--- src/rtl/fetch_queue_if.sv ---
// fetch_queue_if
// Bundles the fetch front end's three conversations: the instruction-memory
// request/response bus, the redirect from execute, and the decode handshake.
//   master : the fetch queue side (drives requests and the decode outputs)
//   slave  : the environment side (memory, execute and decode)
// Signals:
//   instr_read / instr_addr    request strobe and word-aligned address
//   instr_valid / instr_out    in-order response strobe and word
//   jump_flag / jump_address   redirect from execute
//   id_valid / id_instr / id_pc / id_ready   decode handshake
interface fetch_queue_if #(
  parameter int AddrWidth = 32,
  parameter int DataWidth = 32
);
  logic                 instr_read;
  logic [AddrWidth-1:0] instr_addr;
  logic                 instr_valid;
  logic [DataWidth-1:0] instr_out;
  logic                 jump_flag;
  logic [AddrWidth-1:0] jump_address;
  logic                 id_valid;
  logic [DataWidth-1:0] id_instr;
  logic [AddrWidth-1:0] id_pc;
  logic                 id_ready;

  modport master (
    output instr_read, instr_addr, id_valid, id_instr, id_pc,
    input  instr_valid, instr_out, jump_flag, jump_address, id_ready
  );

  modport slave (
    input  instr_read, instr_addr, id_valid, id_instr, id_pc,
    output instr_valid, instr_out, jump_flag, jump_address, id_ready
  );
endinterface

--- src/rtl/fetch_queue.sv ---
// fetch_queue
// Instruction-fetch front end for the RV32I core. Issues sequential word
// requests to instruction memory, buffers the in-order responses together
// with their PCs in a Depth-entry queue and hands them to decode through a
// valid/ready handshake. A redirect from execute flushes the queue and drops
// every response that is still in flight.
// Ports:
//   clk  rising-edge clock
//   rst  asynchronous active-high reset
//   bus  fetch_queue_if.master (memory bus, redirect, decode handshake)
// Option:
//   FETCH_QUEUE_BYPASS_EN  when defined, a live response arriving while the
//   queue is empty is presented to decode in the same cycle.
module fetch_queue #(
  parameter int                   AddrWidth   = 32,
  parameter int                   DataWidth   = 32,
  parameter int                   Depth       = 4,
  parameter logic [AddrWidth-1:0] ResetVector = '0
) (
  input logic           clk,
  input logic           rst,
  fetch_queue_if.master bus
);

  localparam int PtrWidth = $clog2(Depth);
  localparam int CntWidth = PtrWidth + 1;
  localparam logic [CntWidth:0] DepthLimit = (CntWidth + 1)'(Depth);
  localparam logic [AddrWidth-1:0] WordStep = AddrWidth'(4);

  logic [AddrWidth-1:0] fetch_pc;
  logic [AddrWidth-1:0] resp_pc;
  logic [CntWidth-1:0]  count;
  logic [CntWidth-1:0]  outstanding;
  logic [CntWidth-1:0]  discard;
  logic [PtrWidth-1:0]  rd_ptr;
  logic [PtrWidth-1:0]  wr_ptr;
  logic [DataWidth-1:0] instr_mem [Depth];
  logic [AddrWidth-1:0] pc_mem [Depth];

  logic [CntWidth:0] in_use;
  logic              issue;
  logic              live_resp;
  logic              queue_valid;
  logic              pop;
  logic              push;
  logic              bypass_take;

  // Credits cover both buffered words and words still in flight, so a
  // response can never land on a full queue.
  assign in_use      = {1'b0, count} + {1'b0, outstanding};
  assign issue       = !rst && !bus.jump_flag && (in_use < DepthLimit);
  assign live_resp   = bus.instr_valid && (discard == '0) && !bus.jump_flag;
  assign queue_valid = (count != '0) && !bus.jump_flag;
  assign pop         = queue_valid && bus.id_ready;
  assign push        = live_resp && !bypass_take;

  assign bus.instr_read = issue;
  assign bus.instr_addr = fetch_pc;

`ifdef FETCH_QUEUE_BYPASS_EN
  // An empty queue lets the live response go straight to decode; it is only
  // buffered if decode does not take it this cycle.
  logic bypass_active;
  assign bypass_active = live_resp && (count == '0);
  assign bypass_take   = bypass_active && bus.id_ready;
  assign bus.id_valid  = queue_valid || bypass_active;
  assign bus.id_instr  = bypass_active ? bus.instr_out : instr_mem[rd_ptr];
  assign bus.id_pc     = bypass_active ? resp_pc : pc_mem[rd_ptr];
`else
  assign bypass_take  = 1'b0;
  assign bus.id_valid = queue_valid;
  assign bus.id_instr = instr_mem[rd_ptr];
  assign bus.id_pc    = pc_mem[rd_ptr];
`endif

  // Storage is cleared on reset so the head outputs read 0 / ResetVector
  // before anything has been fetched. A redirect keeps outstanding intact
  // (those requests are still owed a response) and turns all of them, less
  // any arriving this cycle, into words to discard.
  always_ff @(posedge clk or posedge rst) begin
    if (rst) begin
      fetch_pc    <= ResetVector;
      resp_pc     <= ResetVector;
      count       <= '0;
      outstanding <= '0;
      discard     <= '0;
      rd_ptr      <= '0;
      wr_ptr      <= '0;
      for (int i = 0; i < Depth; i++) begin
        instr_mem[i] <= '0;
        pc_mem[i]    <= ResetVector;
      end
    end else begin
      outstanding <= outstanding + CntWidth'(issue) - CntWidth'(bus.instr_valid);
      if (bus.jump_flag) begin
        fetch_pc <= bus.jump_address;
        resp_pc  <= bus.jump_address;
        count    <= '0;
        rd_ptr   <= '0;
        wr_ptr   <= '0;
        discard  <= outstanding - CntWidth'(bus.instr_valid);
      end else begin
        if (issue) begin
          fetch_pc <= fetch_pc + WordStep;
        end
        if (live_resp) begin
          resp_pc <= resp_pc + WordStep;
        end
        if (bus.instr_valid && (discard != '0)) begin
          discard <= discard - CntWidth'(1);
        end
        if (push) begin
          instr_mem[wr_ptr] <= bus.instr_out;
          pc_mem[wr_ptr]    <= resp_pc;
          wr_ptr            <= wr_ptr + PtrWidth'(1);
        end
        if (pop) begin
          rd_ptr <= rd_ptr + PtrWidth'(1);
        end
        count <= count + CntWidth'(push) - CntWidth'(pop);
      end
    end
  end

endmodule

--- src/flat_wrapper.sv ---
// flat-port wrapper written by rule: the top's interface ports become plain ports
module fetch_queue_flat 
#(
  parameter int                   AddrWidth   = 32,
  parameter int                   DataWidth   = 32,
  parameter int                   Depth       = 4,
  parameter logic [AddrWidth-1:0] ResetVector = '0
)
  (clk, rst, bus_instr_read, bus_instr_addr, bus_id_valid, bus_id_instr, bus_id_pc, bus_instr_valid, bus_instr_out, bus_jump_flag, bus_jump_address, bus_id_ready);
  fetch_queue_if #(.AddrWidth(AddrWidth), .DataWidth(DataWidth)) bus_i ();
  input logic clk;
  input logic rst;
  output wire logic [$bits(bus_i.instr_read)-1:0] bus_instr_read;
  output wire logic [$bits(bus_i.instr_addr)-1:0] bus_instr_addr;
  output wire logic [$bits(bus_i.id_valid)-1:0] bus_id_valid;
  output wire logic [$bits(bus_i.id_instr)-1:0] bus_id_instr;
  output wire logic [$bits(bus_i.id_pc)-1:0] bus_id_pc;
  input wire logic [$bits(bus_i.instr_valid)-1:0] bus_instr_valid;
  input wire logic [$bits(bus_i.instr_out)-1:0] bus_instr_out;
  input wire logic [$bits(bus_i.jump_flag)-1:0] bus_jump_flag;
  input wire logic [$bits(bus_i.jump_address)-1:0] bus_jump_address;
  input wire logic [$bits(bus_i.id_ready)-1:0] bus_id_ready;
  assign bus_instr_read = bus_i.instr_read;
  assign bus_instr_addr = bus_i.instr_addr;
  assign bus_id_valid = bus_i.id_valid;
  assign bus_id_instr = bus_i.id_instr;
  assign bus_id_pc = bus_i.id_pc;
  assign bus_i.instr_valid = bus_instr_valid;
  assign bus_i.instr_out = bus_instr_out;
  assign bus_i.jump_flag = bus_jump_flag;
  assign bus_i.jump_address = bus_jump_address;
  assign bus_i.id_ready = bus_id_ready;
  fetch_queue #(.AddrWidth(AddrWidth), .DataWidth(DataWidth), .Depth(Depth), .ResetVector(ResetVector)) u_core (.clk(clk), .rst(rst), .bus(bus_i));
endmodule
--- config.mk ---
export PLATFORM = sky130hd
export DESIGN_NAME = fetch_queue_flat
export DESIGN_NICKNAME = d
export VERILOG_FILES = /design/src/rtl/fetch_queue_if.sv /design/src/rtl/fetch_queue.sv /design/src/flat_wrapper.sv
export SDC_FILE = /design/constraint.sdc
export NUM_CORES = 1
export LEC_CHECK = 0
export ABC_AREA = 1
export BUFFER_PORTS_ARGS = -buffer_cell sky130_fd_sc_hd__buf_2
export CAP_MARGIN = 20
export CORE_UTILIZATION = 64
export DETAILED_ROUTE_END_ITERATION = 6
export PLACE_DENSITY = 0.85
export SYNTH_ARGS = -nofsm -noshare
export SYNTH_HDL_FRONTEND = slang
export SYNTH_SLANG_ARGS = --single-unit
--- constraint.sdc ---
create_clock -name clk -period 15.6 [get_ports clk]
set_input_delay 0.78 -clock clk [delete_from_list [all_inputs] [get_ports clk]]
set_output_delay 0.78 -clock clk [all_outputs]
set_load 0.02 [all_outputs]
After elaboration in Yosys (flattened, before gate mapping)
Index checks and enable logic that the tools add are counted.
- flip-flop bits (word level): 333
- bits of input ports: 69
- output and inout port bits: 98
- add/sub/neg operators: 11
- order comparisons: 4
- mux-type cells: 21
- bitwise operators: 3
- reduce and logical (&&, ||, !) cells: 18
- operator list (operator ; number):
    2-to-1 mux 32 bit ; 9
    bitwise mux 128 bit ; 2
    binary-select mux 32 bit (select 2 bit) ; 2
    adder 32 x 3 -> 32 bit, second input constant ; 2
    demux 32 bit (select 2 bit) ; 1
    2-to-1 mux 3 bit ; 3
    subtractor 3 x 1 -> 3 bit ; 3
    logical AND 1 bit ; 8
    2-to-1 mux 2 bit ; 4
    nonzero test 2 bit ; 4
    adder 3 x 1 -> 3 bit ; 2
    >= comparator 3 bit, second input constant ; 2
    inverter 2 -> 3 bit ; 2
    nonzero test 3 bit ; 2
    adder 2 x 1 -> 2 bit, second input constant ; 2
    adder 3 x 3 -> 4 bit ; 1
    < comparator 4 x 3 -> 1 bit, second input constant ; 1
    zero test 3 bit ; 1
    < comparator 3 x 1 -> 1 bit, second input constant ; 1
    subtractor 3 x 1 -> 3 bit, second input constant ; 1
    zero test 1 bit ; 2
    AND reduction 2 bit ; 1
    inverter 1 bit ; 1

Longest topological paths before layout
Gate-level depths: netlist (run 1).
- depth after elaboration: 6
- mapped depth: 11
- gate-level depth less buffers: 11

Worst setup path before layout (run 1)
Ideal clock, no wire load.
- kind: input-to-reg
- from: in bus_jump_flag
- to: reg u_core.count[2]
- data arrival time: 2579 ps
- path slack: 12897 ps
- stages: 11
- cell sequence: buf_2 > a21oi_1 > nand2_1 > inv_1 > ha_1 > inv_1 > ha_1 > inv_1 > fa_1 > o21ai_0 > a21oi_1
- word-level cells in the longest chain between the ends: 5
- elaborated cells between the ends (all ways): 7
- ends and longest elaborated chain (item ; line ; RTL):
    start: declaration ; flat_wrapper.sv:20 ; input wire logic [$bits(bus_i.jump_flag)-1:0] bus_jump_flag;
    zero test 1 bit ; fetch_queue.sv:53 ; assign queue_valid = (count != '0) && !bus.jump_flag;
    logical AND 1 bit ; fetch_queue.sv:53 ;
    named net bus_id_valid ; flat_wrapper.sv:15 ; output wire logic [$bits(bus_i.id_valid)-1:0] bus_id_valid;
    logical AND 1 bit ; fetch_queue.sv:54 ; assign pop = queue_valid && bus.id_ready;
    subtractor 3 x 1 -> 3 bit ; fetch_queue.sv:120 ; count <= count + CntWidth'(push) - CntWidth'(pop);
    2-to-1 mux 3 bit ; fetch_queue.sv:95 ; if (bus.jump_flag) begin
    end signal: assignment ; fetch_queue.sv:120 ;
    end: declaration ; fetch_queue.sv:32 ; logic [CntWidth-1:0] count;
The timed path passes the listed nets, and every way through them passes these cells.
A chain may end at the register's enable or synchronous reset.

Worst setup path in the final report (run 1)
- from: reg u_core.rd_ptr[0]
- to: out bus_id_pc[29]
- word-level cells in the longest chain between the ends: 4
- ends and longest elaborated chain (item ; line ; RTL):
    start: declaration ; fetch_queue.sv:35 ; logic [PtrWidth-1:0] rd_ptr;
    start signal: assignment ; fetch_queue.sv:118 ; rd_ptr <= rd_ptr + PtrWidth'(1);
    inverter 2 -> 3 bit (not written as such) ; fetch_queue.sv:73 ; assign bus.id_pc = pc_mem[rd_ptr];
    binary-select mux 32 bit (select 2 bit) ; fetch_queue.sv:73 ;
    2-to-1 mux 32 bit (not written as such) (2 in a row) ; fetch_queue.sv:73 ;
    end: declaration ; flat_wrapper.sv:17 ; output wire logic [$bits(bus_i.id_pc)-1:0] bus_id_pc;
No other way between the ends. The select of a mux whose other input is x is not followed.

==> flow_metrics.py, run 1 <==
metrics = {
    "die": {
        "ios": 167,
        "die_w_um": 164,
        "initial_core_util_pct": 65.8,
        "fp.coreArea_mm2": 0.0254,
        "dieArea_mm2": 0.0267,
        "fp-row-count": 58,
        "die_y_um": 164,
    },
    "setup_path": {
        "r2r_setup_slack_ns": 12.87,
        "crit_required_ns": 14.82,
        "r2r_cells": 8,
        "crit_type": "flop to primary output",
        "critPathMaxFanout": 86,
        "cp.arrival_ns": 3.18,
        "crit_path_end_kind": "primary output",
        "r2r-start": "u_core.discard[0]$_DFFE_PP0P_",
        "cp-start-kind": "flop",
        "rr_endpoint": "u_core.pc_mem[89]$_DFFE_PP0P_",
    },
    "clock_tree": {
        "tritoncts": "built",
        "post-cts-setup-buffers": 0,
        "cts_max_level": 2,
        "numCtsBuffers": 36,
        "cts-root-buf": "clkbuf_16",
        "hold_buffers": 0,
        "cts.reportedPaths.clkPinSlew_ns": 0.06,
        "clkLatencyLatePin_ns": 0.51,
        "cts_buffer_depth": 3,
        "clock-sinks": 333,
        "post_cts_resized": 0,
    },
    "synth": {
        "ys_ff_latch": 333,
        "synthCells": 1988,
        "yosysTopAreaCell": "dfrtp_1",
        "synth_common_cells": "nand2_1 (483), dfrtp_1 (333), nor2_1 (205)",
        "syn_nets": 2075,
        "yosysMostFrequentCell": "nand2_1",
        "syn_area_per_cell_um2": 8.40,
        "syn_area_mm2": 0.0167,
        "synth_enable_flop_cells": 0,
        "yosys-top-cells-area": "dfrtp_1 (50%), nand2_1 (11%), o21ai_1 (5.4%)",
        "ys.flop_type": "dfrtp_1",
        "async_flop_share_pct": 100,
        "synth_cell_type_count": 38,
        "synth_top_area_share_pct": 49.9,
        "seq_area_frac_synth_pct": 49.9,
        "ys_warn_count": 0,
    },
    "power_and_ir_drop": {
        "power.internal_uw": 1900,
        "switching_power_uw": 1200,
        "cellPowerDensity_mw_per_mm2": 169,
        "combPwrFrac_pct": 34.4,
        "p_leak_uw": 0.00906,
        "p_sw_share_pct": 38.6,
        "p_seq_share_pct": 39.0,
        "clockPowerShare_pct": 26.5,
        "peakVddDrop_mv": 0.129,
    },
    "outcome": {
        "status": "finished, violations left",
        "violations": "DRC",
    },
    "drt": {
        "drtIter0Drc": 1455,
        "routed_wl_mm": 41.0,
        "viasPerCell": 5.87,
        "routedWlPerCell_um": 16.8,
        "drc": 2,
        "num_vias": 14300,
        "firstDrtPassIters": 7,
        "ant_nets": 0,
    },
    "grt": {
        "antenna_found_initial": 0,
        "first_global_vias": 13600,
        "track_usage_pct": 31.4,
        "grt_max_degree": 166,
        "grt_remaining_overflow": 0,
        "grt_pass1_wl_mm": 67.7,
    },
    "placed_design": {
        "place_ws_ns": 12.26,
        "dp_hpwl_mm": 24.8,
        "portBuffers": 166,
        "dp.cells": 2379,
        "place.gp.congestion": 0.905,
    },
    "sta": {
        "rsz0062_at_grt": "no",
        "period_minus_slack_ns": 3.96,
        "clock_skew_ns": 0.0102,
        "max_freq_mhz": 253,
        "slew_headroom_pct": 27.9,
        "finalHoldViolCount": 0,
        "fin_tns_setup_ns": 0,
        "slew_violations": 0,
        "finalWorstSetupSlack_ns": 11.64,
        "setup-violations-final": 0,
        "fin_crit_sh_pct": 25.4,
        "worstMarginPinSlew_ns": 1.08,
        "holdWs_ns": 0.342,
    },
    "finish": {
        "layout-drive-gt1-share_pct": 16.8,
        "fillers": 1940,
        "final_cell_count_no_fill": 2442,
        "final_nets": 2176,
        "diodes": 0,
        "syn_to_final_growth_pct": 9.87,
    },
    "run": {
        "drv_cap": 0,
    },
    "worst_hold_path": {
        "min_path_type": "input port to asynchronous set/reset pin",
    },
}
## routing by layer
metal  part of all wire, %  track usage, %  vias up
met2                    48            50.9      598
met5                     0               0        -
met3                   6.8            3.86       82
li1                      -               -     6797
met1                    43            44.0     6865
met4                   2.3            10.3        0
## stage by stage
stage / utilization (%) / cell area, um2 / total power (uW)
6_report: 72.2 / 18400 / 3100
4_1_cts: 72.0 / 18300 / 3100
3_3_place_gp: 67.5 / 17200 / 2230
3_5_place_dp: 67.5 / 17200 / 2270
2_1_floorplan: - / 16700 / 1960
5_1_grt: 72.2 / 18400 / 3280
## state kept, by name, indices dropped and copies added, names as in the netlist
signal and count:
u_core.wr_ptr 2, u_core.pc_mem 128, u_core.bus.instr_addr 32, u_core.discard 3, u_core.resp_pc 32, u_core.rd_ptr 2, u_core.instr_mem 128, u_core.outstanding 3
u_core.count 3
## worst max path at each step
stage | from | to | cells past startpoint
CTS | u_core.rd_ptr[0]$_DFFE_PP0P_ | bus_id_pc[29] | 5
global route | u_core.rd_ptr[0]$_DFFE_PP0P_ | bus_id_pc[30] | 5
global placement | u_core.rd_ptr[0]$_DFFE_PP0P_ | bus_id_pc[18] | 5
floorplan | rst | u_core.bus.instr_addr[0]$_DFFE_PP0P_ | 1
detailed placement | u_core.rd_ptr[0]$_DFFE_PP0P_ | bus_id_pc[30] | 5
finish | u_core.rd_ptr[0]$_DFFE_PP0P_ | bus_id_pc[29] | 5
## worst max-delay path: stages (launching register included)
cell,delay (ns)
dfrtp_4,0.68
clkinv_2,0.50
buf_4,0.77
o21ai_0,0.22
o22ai_1,0.23
buf_2,0.21
## logic make-up after synthesis
family                   share of synthesized area [%]
AND/OR/NAND/NOR                                   20.4
AO/OA/AOI/OAI                                     19.2
flip-flops                                        49.9
buffers and inverters                             8.59
adder cells (fa/ha/maj)                           1.44
XOR/XNOR                                         0.524
## final cells by class
| class | instances | area [um2] | share of cell area [%] |
|---|---|---|---|
| Sequential cell | 333 | 8340 | 45.4 |
| Multi-Input combinational cell | 1398 | 6930 | 37.8 |
| Clock buffer | 55 | 1090 | 5.97 |
| Timing Repair Buffer | 180 | 988 | 5.39 |
| Inverter | 140 | 534 | 2.91 |
| Tap cell | 330 | 413 | 2.25 |
| Clock inverter | 6 | 47.5 | 0.259 |
## placed cells by master (no fill, tap or decap), types with 2 or more instances in the layout
cell type / count
nand2_1: 483
dfrtp_1: 331
nor2_1: 205
o21ai_1: 179
buf_2: 166
o21ai_0: 160
inv_1: 134
o21ai_2: 80
nand3_1: 71
o22ai_1: 64
a21oi_1: 46
clkbuf_16: 38
ha_1: 16
nand4_1: 13
buf_4: 11
nor2_2: 10
nor3_1: 9
nor2_4: 9
o211ai_1: 9
clkbuf_1: 9
clkbuf_8: 8
nand2_4: 7
xor2_1: 7
inv_2: 4
clkinv_2: 4
a31oi_1: 4
o31ai_1: 4
nand2_2: 4
xnor2_1: 3
a22oi_1: 3
o21bai_1: 3
nor3_2: 2
fa_1: 2
buf_16: 2
## power by group through the flow
stage / Clock [uW] / Combinational, uW / Sequential (uW)
after floorplan: 0 / 766 / 1190
after global placement: 0 / 1030 / 1210
after detailed placement: 0 / 1060 / 1210
after CTS: 833 / 1070 / 1200
after global routing: 868 / 1180 / 1230
final: 822 / 1070 / 1210
Note: power is estimated with default switching activity, not from simulation.
==> run 2, diff against run 1 <==
--- a/config.mk
+++ b/config.mk
@@ -5,12 +5,12 @@
 export SDC_FILE = /design/constraint.sdc
 export NUM_CORES = 1
 export LEC_CHECK = 0
-export ABC_AREA = 1
+export ABC_AREA = 0
 export BUFFER_PORTS_ARGS = -buffer_cell sky130_fd_sc_hd__buf_2
 export CAP_MARGIN = 20
-export CORE_UTILIZATION = 64
+export CORE_UTILIZATION = 53
 export DETAILED_ROUTE_END_ITERATION = 6
-export PLACE_DENSITY = 0.85
+export PLACE_DENSITY = 0.76
 export SYNTH_ARGS = -nofsm -noshare
 export SYNTH_HDL_FRONTEND = slang
 export SYNTH_SLANG_ARGS = --single-unit
==> constraint.sdc (replaced) <==
create_clock -name clk -period 3.3 [get_ports clk]
set_input_delay 0.165 -clock clk [delete_from_list [all_inputs] [get_ports clk]]
set_output_delay 0.165 -clock clk [all_outputs]
set_load 0.02 [all_outputs]
==> run 2 against run 1 <==
The flow now finishes without violations. Cell count is 28% lower. Sequential share of layout area is 0.96 points lower. Global-route usage is 6.3 points lower. Via count is 26% lower. First-iteration DRC count is 56% lower. Critical endpoint is now u_core.resp_pc[28]$_DFFE_PP0N_.
==> flow_metrics.py, run 2 <==
metrics = {
    "synth": {
        "seq_area_frac_synth_pct": 53.0,
        "yosysMostFrequentCell": "dfrtp_1",
        "syn_nets": 1238,
        "synth_cell_type_count": 57,
        "yosys-top-cells-area": "dfrtp_1 (53%), mux2_2 (19%), mux4_2 (9.2%)",
        "synth_common_cells": "dfrtp_1 (333), mux2_2 (266), mux4_2 (64)",
        "ys_ff_latch": 333,
        "yosysTopAreaCell": "dfrtp_1",
        "syn_area_mm2": 0.0157,
        "ys.flop_type": "dfrtp_1",
        "ys_warn_count": 0,
        "syn_area_per_cell_um2": 13.6,
        "async_flop_share_pct": 100,
        "synthCells": 1151,
        "synth_enable_flop_cells": 0,
        "synth_top_area_share_pct": 53.0,
    },
    "grt": {
        "first_global_vias": 11100,
        "antenna_found_initial": 0,
        "grt_pass1_wl_mm": 60.4,
        "grt_max_degree": 134,
        "track_usage_pct": 25.1,
        "grt_remaining_overflow": 0,
    },
    "die": {
        "dieArea_mm2": 0.0303,
        "ios": 167,
        "fp-row-count": 62,
        "die_w_um": 174,
        "initial_core_util_pct": 54.3,
        "fp.coreArea_mm2": 0.0289,
        "die_y_um": 174,
    },
    "drt": {
        "routed_wl_mm": 36.6,
        "ant_nets": 0,
        "num_vias": 10600,
        "viasPerCell": 6.01,
        "routedWlPerCell_um": 20.8,
        "drc": 0,
        "firstDrtPassIters": 5,
        "drtIter0Drc": 644,
    },
    "setup_path": {
        "crit_path_end_kind": "flop",
        "cp.arrival_ns": 3.02,
        "worstPathCellList": "ha_1 > nand4b_1 > or4_1 > or4_1 > a31oi_1",
        "crit_type": "flop to flop",
        "cp_common_cell": "or4_1",
        "crit_required_ns": 3.72,
        "slowest_stage": "or4_1",
        "cp-start-kind": "flop",
        "critPathMaxFanout": 11,
        "cpPeakStageDelay_ns": 0.62,
    },
    "power_and_ir_drop": {
        "cellPowerDensity_mw_per_mm2": 729,
        "p_total_uw": 13700,
        "peakVddDrop_mv": 0.541,
        "p_leak_uw": 0.00877,
    },
    "sta": {
        "period_minus_slack_ns": 2.60,
        "holdWs_ns": 0.0214,
        "slew_violations": 0,
        "fin_crit_sh_pct": 78.8,
        "slew_headroom_pct": 29.8,
        "worstMarginPinSlew_ns": 1.05,
        "setup-violations-final": 0,
        "clock_skew_ns": 0.00623,
        "max_freq_mhz": 385,
        "rsz0062_at_grt": "no",
        "finalHoldViolCount": 0,
        "fin_tns_setup_ns": 0,
    },
    "finish": {
        "final_util_pct": 64.8,
        "final_nets": 1435,
        "syn_to_final_growth_pct": 19.3,
        "layout-drive-gt1-share_pct": 43.2,
        "fin_area_mm2": 0.0187,
        "largestRegisters": "u_core.instr_mem x128, u_core.pc_mem x128",
        "final_common_cell": "dfrtp_1",
        "mostFrequentLayoutCells": "dfrtp_1 (331), mux2_2 (266), buf_2 (166), mux4_2 (64), dlygate4sd3_1 (57)",
    },
    "outcome": {
        "status": "finished clean",
    },
    "clock_tree": {
        "post_cts_resized": 0,
        "cts-root-buf": "clkbuf_16",
        "cts_buffer_depth": 3,
        "clkLatencyLatePin_ns": 0.50,
        "cts.reportedPaths.clkPinSlew_ns": 0.06,
        "clock-sinks": 333,
        "tritoncts": "built",
        "cts_max_level": 2,
        "post-cts-setup-buffers": 0,
        "hold_buffers": 57,
        "numCtsBuffers": 36,
    },
    "worst_hold_path": {
        "min_path_type": "input port to flop",
    },
    "run": {
        "drv_cap": 0,
    },
    "placed_design": {
        "portBuffers": 166,
        "place.gp.congestion": 0.796,
        "dpl_cell_area_mm2": 0.0169,
        "dp_hpwl_mm": 23.3,
    },
}
-- run 2: cell types whose count changed in the layout (fill, tap and decap cells not counted), moves of 80 or more --
cell	before	now
nand2_1	483	37
mux2_2	0	266
o21ai_1	179	0
nor2_1	205	42
o21ai_0	160	12
inv_1	134	24
o21ai_2	80	0
-- run 2: final cells by class --
type / count / area, um2
inverters: 26 / 101
flip-flops and latches: 333 / 8340
fillers: 2116 / 10200
multi-input cells: 707 / 6950
repair buffers: 244 / 1650
clock inverters: 10 / 128
diodes: 1 / 2.50
clock buffers: 54 / 1100
well taps: 384 / 480
-- run 2: logic make-up (layout without fill, tap and decap cells) --
family          count (synthesis)  count (layout)  share of synthesized area (%)
buf+inv                       111             334                           2.94
xor+xnor                       20              20                           1.12
compound gates                100             100                           4.42
simple gates                  236             236                           8.52
other cells                     0               1                              0
fa+ha+maj                      18              18                           1.53
mux                           333             333                           28.4
flops                         333             333                           53.0
-- run 2: final timing paths --
path,slack (ns),depth (start not counted),startpoint,end
setup / recovery,0.70,5,u_core.resp_pc[3]$_DFFE_PP0N_,u_core.resp_pc[28]$_DFFE_PP0N_
hold / removal,0.02,3,bus_jump_address[28],u_core.resp_pc[28]$_DFFE_PP0N_
setup reg to reg,0.70,5,u_core.resp_pc[3]$_DFFE_PP0N_,u_core.resp_pc[28]$_DFFE_PP0N_
hold reg to reg,0.50,1,u_core.pc_mem[50]$_DFFE_PP0P_,u_core.pc_mem[50]$_DFFE_PP0P_
max in group asynchronous,2.10,4,rst,u_core.rd_ptr[0]$_DFFE_PP0P_
min in group asynchronous,0.20,3,rst,u_core.instr_mem[62]$_DFFE_PP0P_
-- run 2: worst max-delay path, delay by kind of cell (launching register included) --
kind	cells	cell delay, ns
AO/OA/AOI/OAI	1	0.17
flip-flops	1	0.51
adder cells (fa/ha/maj)	1	0.28
AND/OR/NAND/NOR	3	1.55
-- run 2: power breakdown --
part / leakage (uW) / total, uW / switching (uW) / internal, uW
combinational: 0.00382 / 4020 / 2050 / 1970
clock: 0.000608 / 4120 / 1590 / 2530
sequential: 0.00435 / 5520 / 619 / 4900
total: 0.00877 / 13700 / 4260 / 9400
-- run 2: per-stage QoR --
step / instances / setup slack [ns]
5_1_grt: 1758 / 0.566
3_3_place_gp: 1637 / 0.820
2_1_floorplan: 1151 / -1.31
4_1_cts: 1758 / 0.692
6_report: 1759 / 0.700
3_5_place_dp: 1637 / 0.740
-- run 2: metal layers --
layer,part of all wire (%),GRT usage (%),vias to the layer above
met5,0,0,-
met4,2.2,6.43,0
met3,5.1,4.16,59
met2,48,40.9,300
met1,44,35.1,5513
li1,-,-,4701
==> run 3, diff against run 2 <==
==> constraint.sdc (replaced) <==
create_clock -name clk -period 2.3 [get_ports clk]
set_input_delay 0.115 -clock clk [delete_from_list [all_inputs] [get_ports clk]]
set_output_delay 0.115 -clock clk [all_outputs]
set_load 0.02 [all_outputs]
==> run 3 against run 2 <==
Count of clock-buffer cells in the layout up 4. Worst setup slack got worse by 0.67 ns. Cell count up 2.2%. Wire length barely moved. Flip-flop and latch count did not move. Sequential power grew 41%. Die area stayed put. First-iteration DRC count is 12% higher. Design area is 2.3% higher. Core utilization increased by 1.5 points. Critical path type unchanged. Largest cell class unchanged.
==> flow_metrics.py, run 3 (synthesis gave the netlist of run 2 again) <==
metrics = {
    "outcome": {
        "status": "finished clean",
    },
    "power_and_ir_drop": {
        "peakVddDrop_mv": 0.723,
        "clockPowerShare_pct": 29.1,
        "p_sw_share_pct": 31.3,
        "combPwrFrac_pct": 31.4,
        "p_seq_share_pct": 39.5,
        "p_total_uw": 19800,
        "switching_power_uw": 6180,
        "cellPowerDensity_mw_per_mm2": 1030,
        "power.internal_uw": 13600,
        "p_leak_uw": 0.00896,
    },
    "finish": {
        "layout-drive-gt1-share_pct": 45.0,
        "final_nets": 1475,
        "syn_to_final_growth_pct": 22.1,
        "final_cell_count_no_fill": 1797,
        "largestRegisters": "u_core.instr_mem x128, u_core.pc_mem x128",
        "diodes": 0,
        "final_common_cell": "dfrtp_1",
        "mostFrequentLayoutCells": "dfrtp_1 (331), mux2_2 (266), buf_2 (165), dlygate4sd3_1 (65), mux4_2 (64)",
    },
    "sta": {
        "setup-violations-final": 0,
        "clock_skew_ns": 0.0131,
        "holdWs_ns": 0.0253,
        "finalHoldViolCount": 0,
        "slew_violations": 0,
        "fin_crit_sh_pct": 98.7,
        "fin_tns_setup_ns": 0,
        "slew_headroom_pct": 60.5,
        "finalWorstSetupSlack_ns": 0.0289,
        "rsz0062_at_grt": "yes",
        "period_minus_slack_ns": 2.27,
        "worstMarginPinSlew_ns": 0.593,
        "max_freq_mhz": 440,
    },
    "setup_path": {
        "r2r_cells": 9,
        "cp-start-kind": "flop",
        "critPathMaxFanout": 3,
        "rr_endpoint": "u_core.outstanding[1]$_DFF_PP0_",
        "cpPeakStageDelay_ns": 0.52,
        "slowest_stage": "fa_2",
        "worstPathCellList": "ha_4 > nor4_4 > nand3_2 > ha_4 > inv_2 > ha_4 > inv_2 > fa_2 > inv_2",
        "cp.arrival_ns": 2.67,
        "crit_path_end_kind": "flop",
        "crit_type": "flop to flop",
        "r2r_setup_slack_ns": 0.03,
        "crit_buf_inv": 3,
        "r2r-start": "u_core.count[2]$_DFF_PP0_",
        "crit_required_ns": 2.70,
        "cp_top_family": "adder cells",
    },
    "grt": {
        "grt_max_degree": 111,
        "antenna_found_initial": 0,
        "grt_pass1_wl_mm": 59.6,
        "grt_remaining_overflow": 0,
        "first_global_vias": 11100,
        "track_usage_pct": 24.8,
    },
    "die": {
        "die_w_um": 174,
        "fp.coreArea_mm2": 0.0289,
        "ios": 167,
        "die_y_um": 174,
        "fp-row-count": 62,
        "dieArea_mm2": 0.0303,
        "initial_core_util_pct": 54.3,
    },
    "clock_tree": {
        "tritoncts": "built",
        "cts.reportedPaths.clkPinSlew_ns": 0.06,
        "cts_buffer_depth": 3,
        "clock-sinks": 333,
        "numCtsBuffers": 36,
        "clkLatencyLatePin_ns": 0.51,
        "cts_max_level": 2,
        "cts-root-buf": "clkbuf_16",
    },
    "worst_hold_path": {
        "worstHoldEndpoint": "u_core.bus.instr_addr[23]$_DFFE_PP0P_",
        "worstHoldPathCells": 3,
        "min_path_type": "input port to flop",
        "hold_start": "bus_jump_address[23]",
    },
    "run": {
        "drv_cap": 0,
    },
    "placed_design": {
        "dp.cells": 1664,
        "place.gp.congestion": 0.860,
        "place_ws_ns": -0.0660,
        "portBuffers": 166,
        "dp_hpwl_mm": 23.5,
    },
    "drt": {
        "ant_nets": 0,
        "routed_wl_mm": 36.6,
        "firstDrtPassIters": 5,
        "drc": 0,
        "routedWlPerCell_um": 20.4,
        "viasPerCell": 5.98,
        "drtIter0Drc": 719,
        "num_vias": 10700,
    },
}
-- run 3: how the worst max path moves through the flow --
stage	depth (start not counted)	startpoint	to
final	9	u_core.count[2]$_DFF_PP0_	u_core.outstanding[1]$_DFF_PP0_
after global routing	9	u_core.count[1]$_DFF_PP0_	u_core.outstanding[1]$_DFF_PP0_
after CTS	9	u_core.outstanding[2]$_DFF_PP0_	u_core.outstanding[1]$_DFF_PP0_
after detailed placement	9	u_core.count[2]$_DFF_PP0_	u_core.outstanding[1]$_DFF_PP0_
after global placement	9	u_core.count[2]$_DFF_PP0_	u_core.outstanding[1]$_DFF_PP0_
after floorplan	1	rst	u_core.bus.instr_addr[0]$_DFFE_PP0P_
-- run 3: area by class of cell --
class	instances	area, um2
Tap cell	384	480
Clock buffer	58	1100
Inverter	26	101
Fill cell	2094	9750
Multi-Input combinational cell	707	7040
Timing Repair Buffer	284	2040
Clock inverter	5	75.1
Sequential cell	333	8340
-- run 3: power by group through the flow --
stage	Sequential [uW]	Combinational, uW	Clock [uW]
final	7810	6200	5760
after global routing	7970	6680	6100
after CTS	7780	6170	5870
after detailed placement	7850	5970	0
after global placement	7790	5850	0
after floorplan	7690	4250	0
-- run 3: tightest hold or removal path, cell delays in order --
cell and delay [ns]:
buf_2 0.12, nor2_1 0.18, nor3b_1 0.08
-- run 3: through the flow --
stage,instance area (um2),util [%]
after global routing,19200,66.3
after global placement,17200,59.5
final,19200,66.3
after detailed placement,17200,59.5
after floorplan,15700,-
after CTS,19100,66.0
-- run 3: what timing repair did --
action	CTS	global route
endpoints found under the hold margin	251	0
setup endpoints to repair	4	30
pin swaps	2	3
hold buffers	65	0
setup buffers	4	2
gates resized for setup	3	20
-- run 3: layer usage --
layer | vias to the layer above | wire length (um) | share of wire, % | GRT usage (%)
li1 | 4792 | - | - | -
met1 | 5502 | 15900 | 43 | 34.3
met2 | 364 | 17300 | 47 | 39.4
met3 | 80 | 2270 | 6.2 | 4.72
met4 | 0 | 1170 | 3.2 | 8.74
met5 | - | 0 | 0 | 0
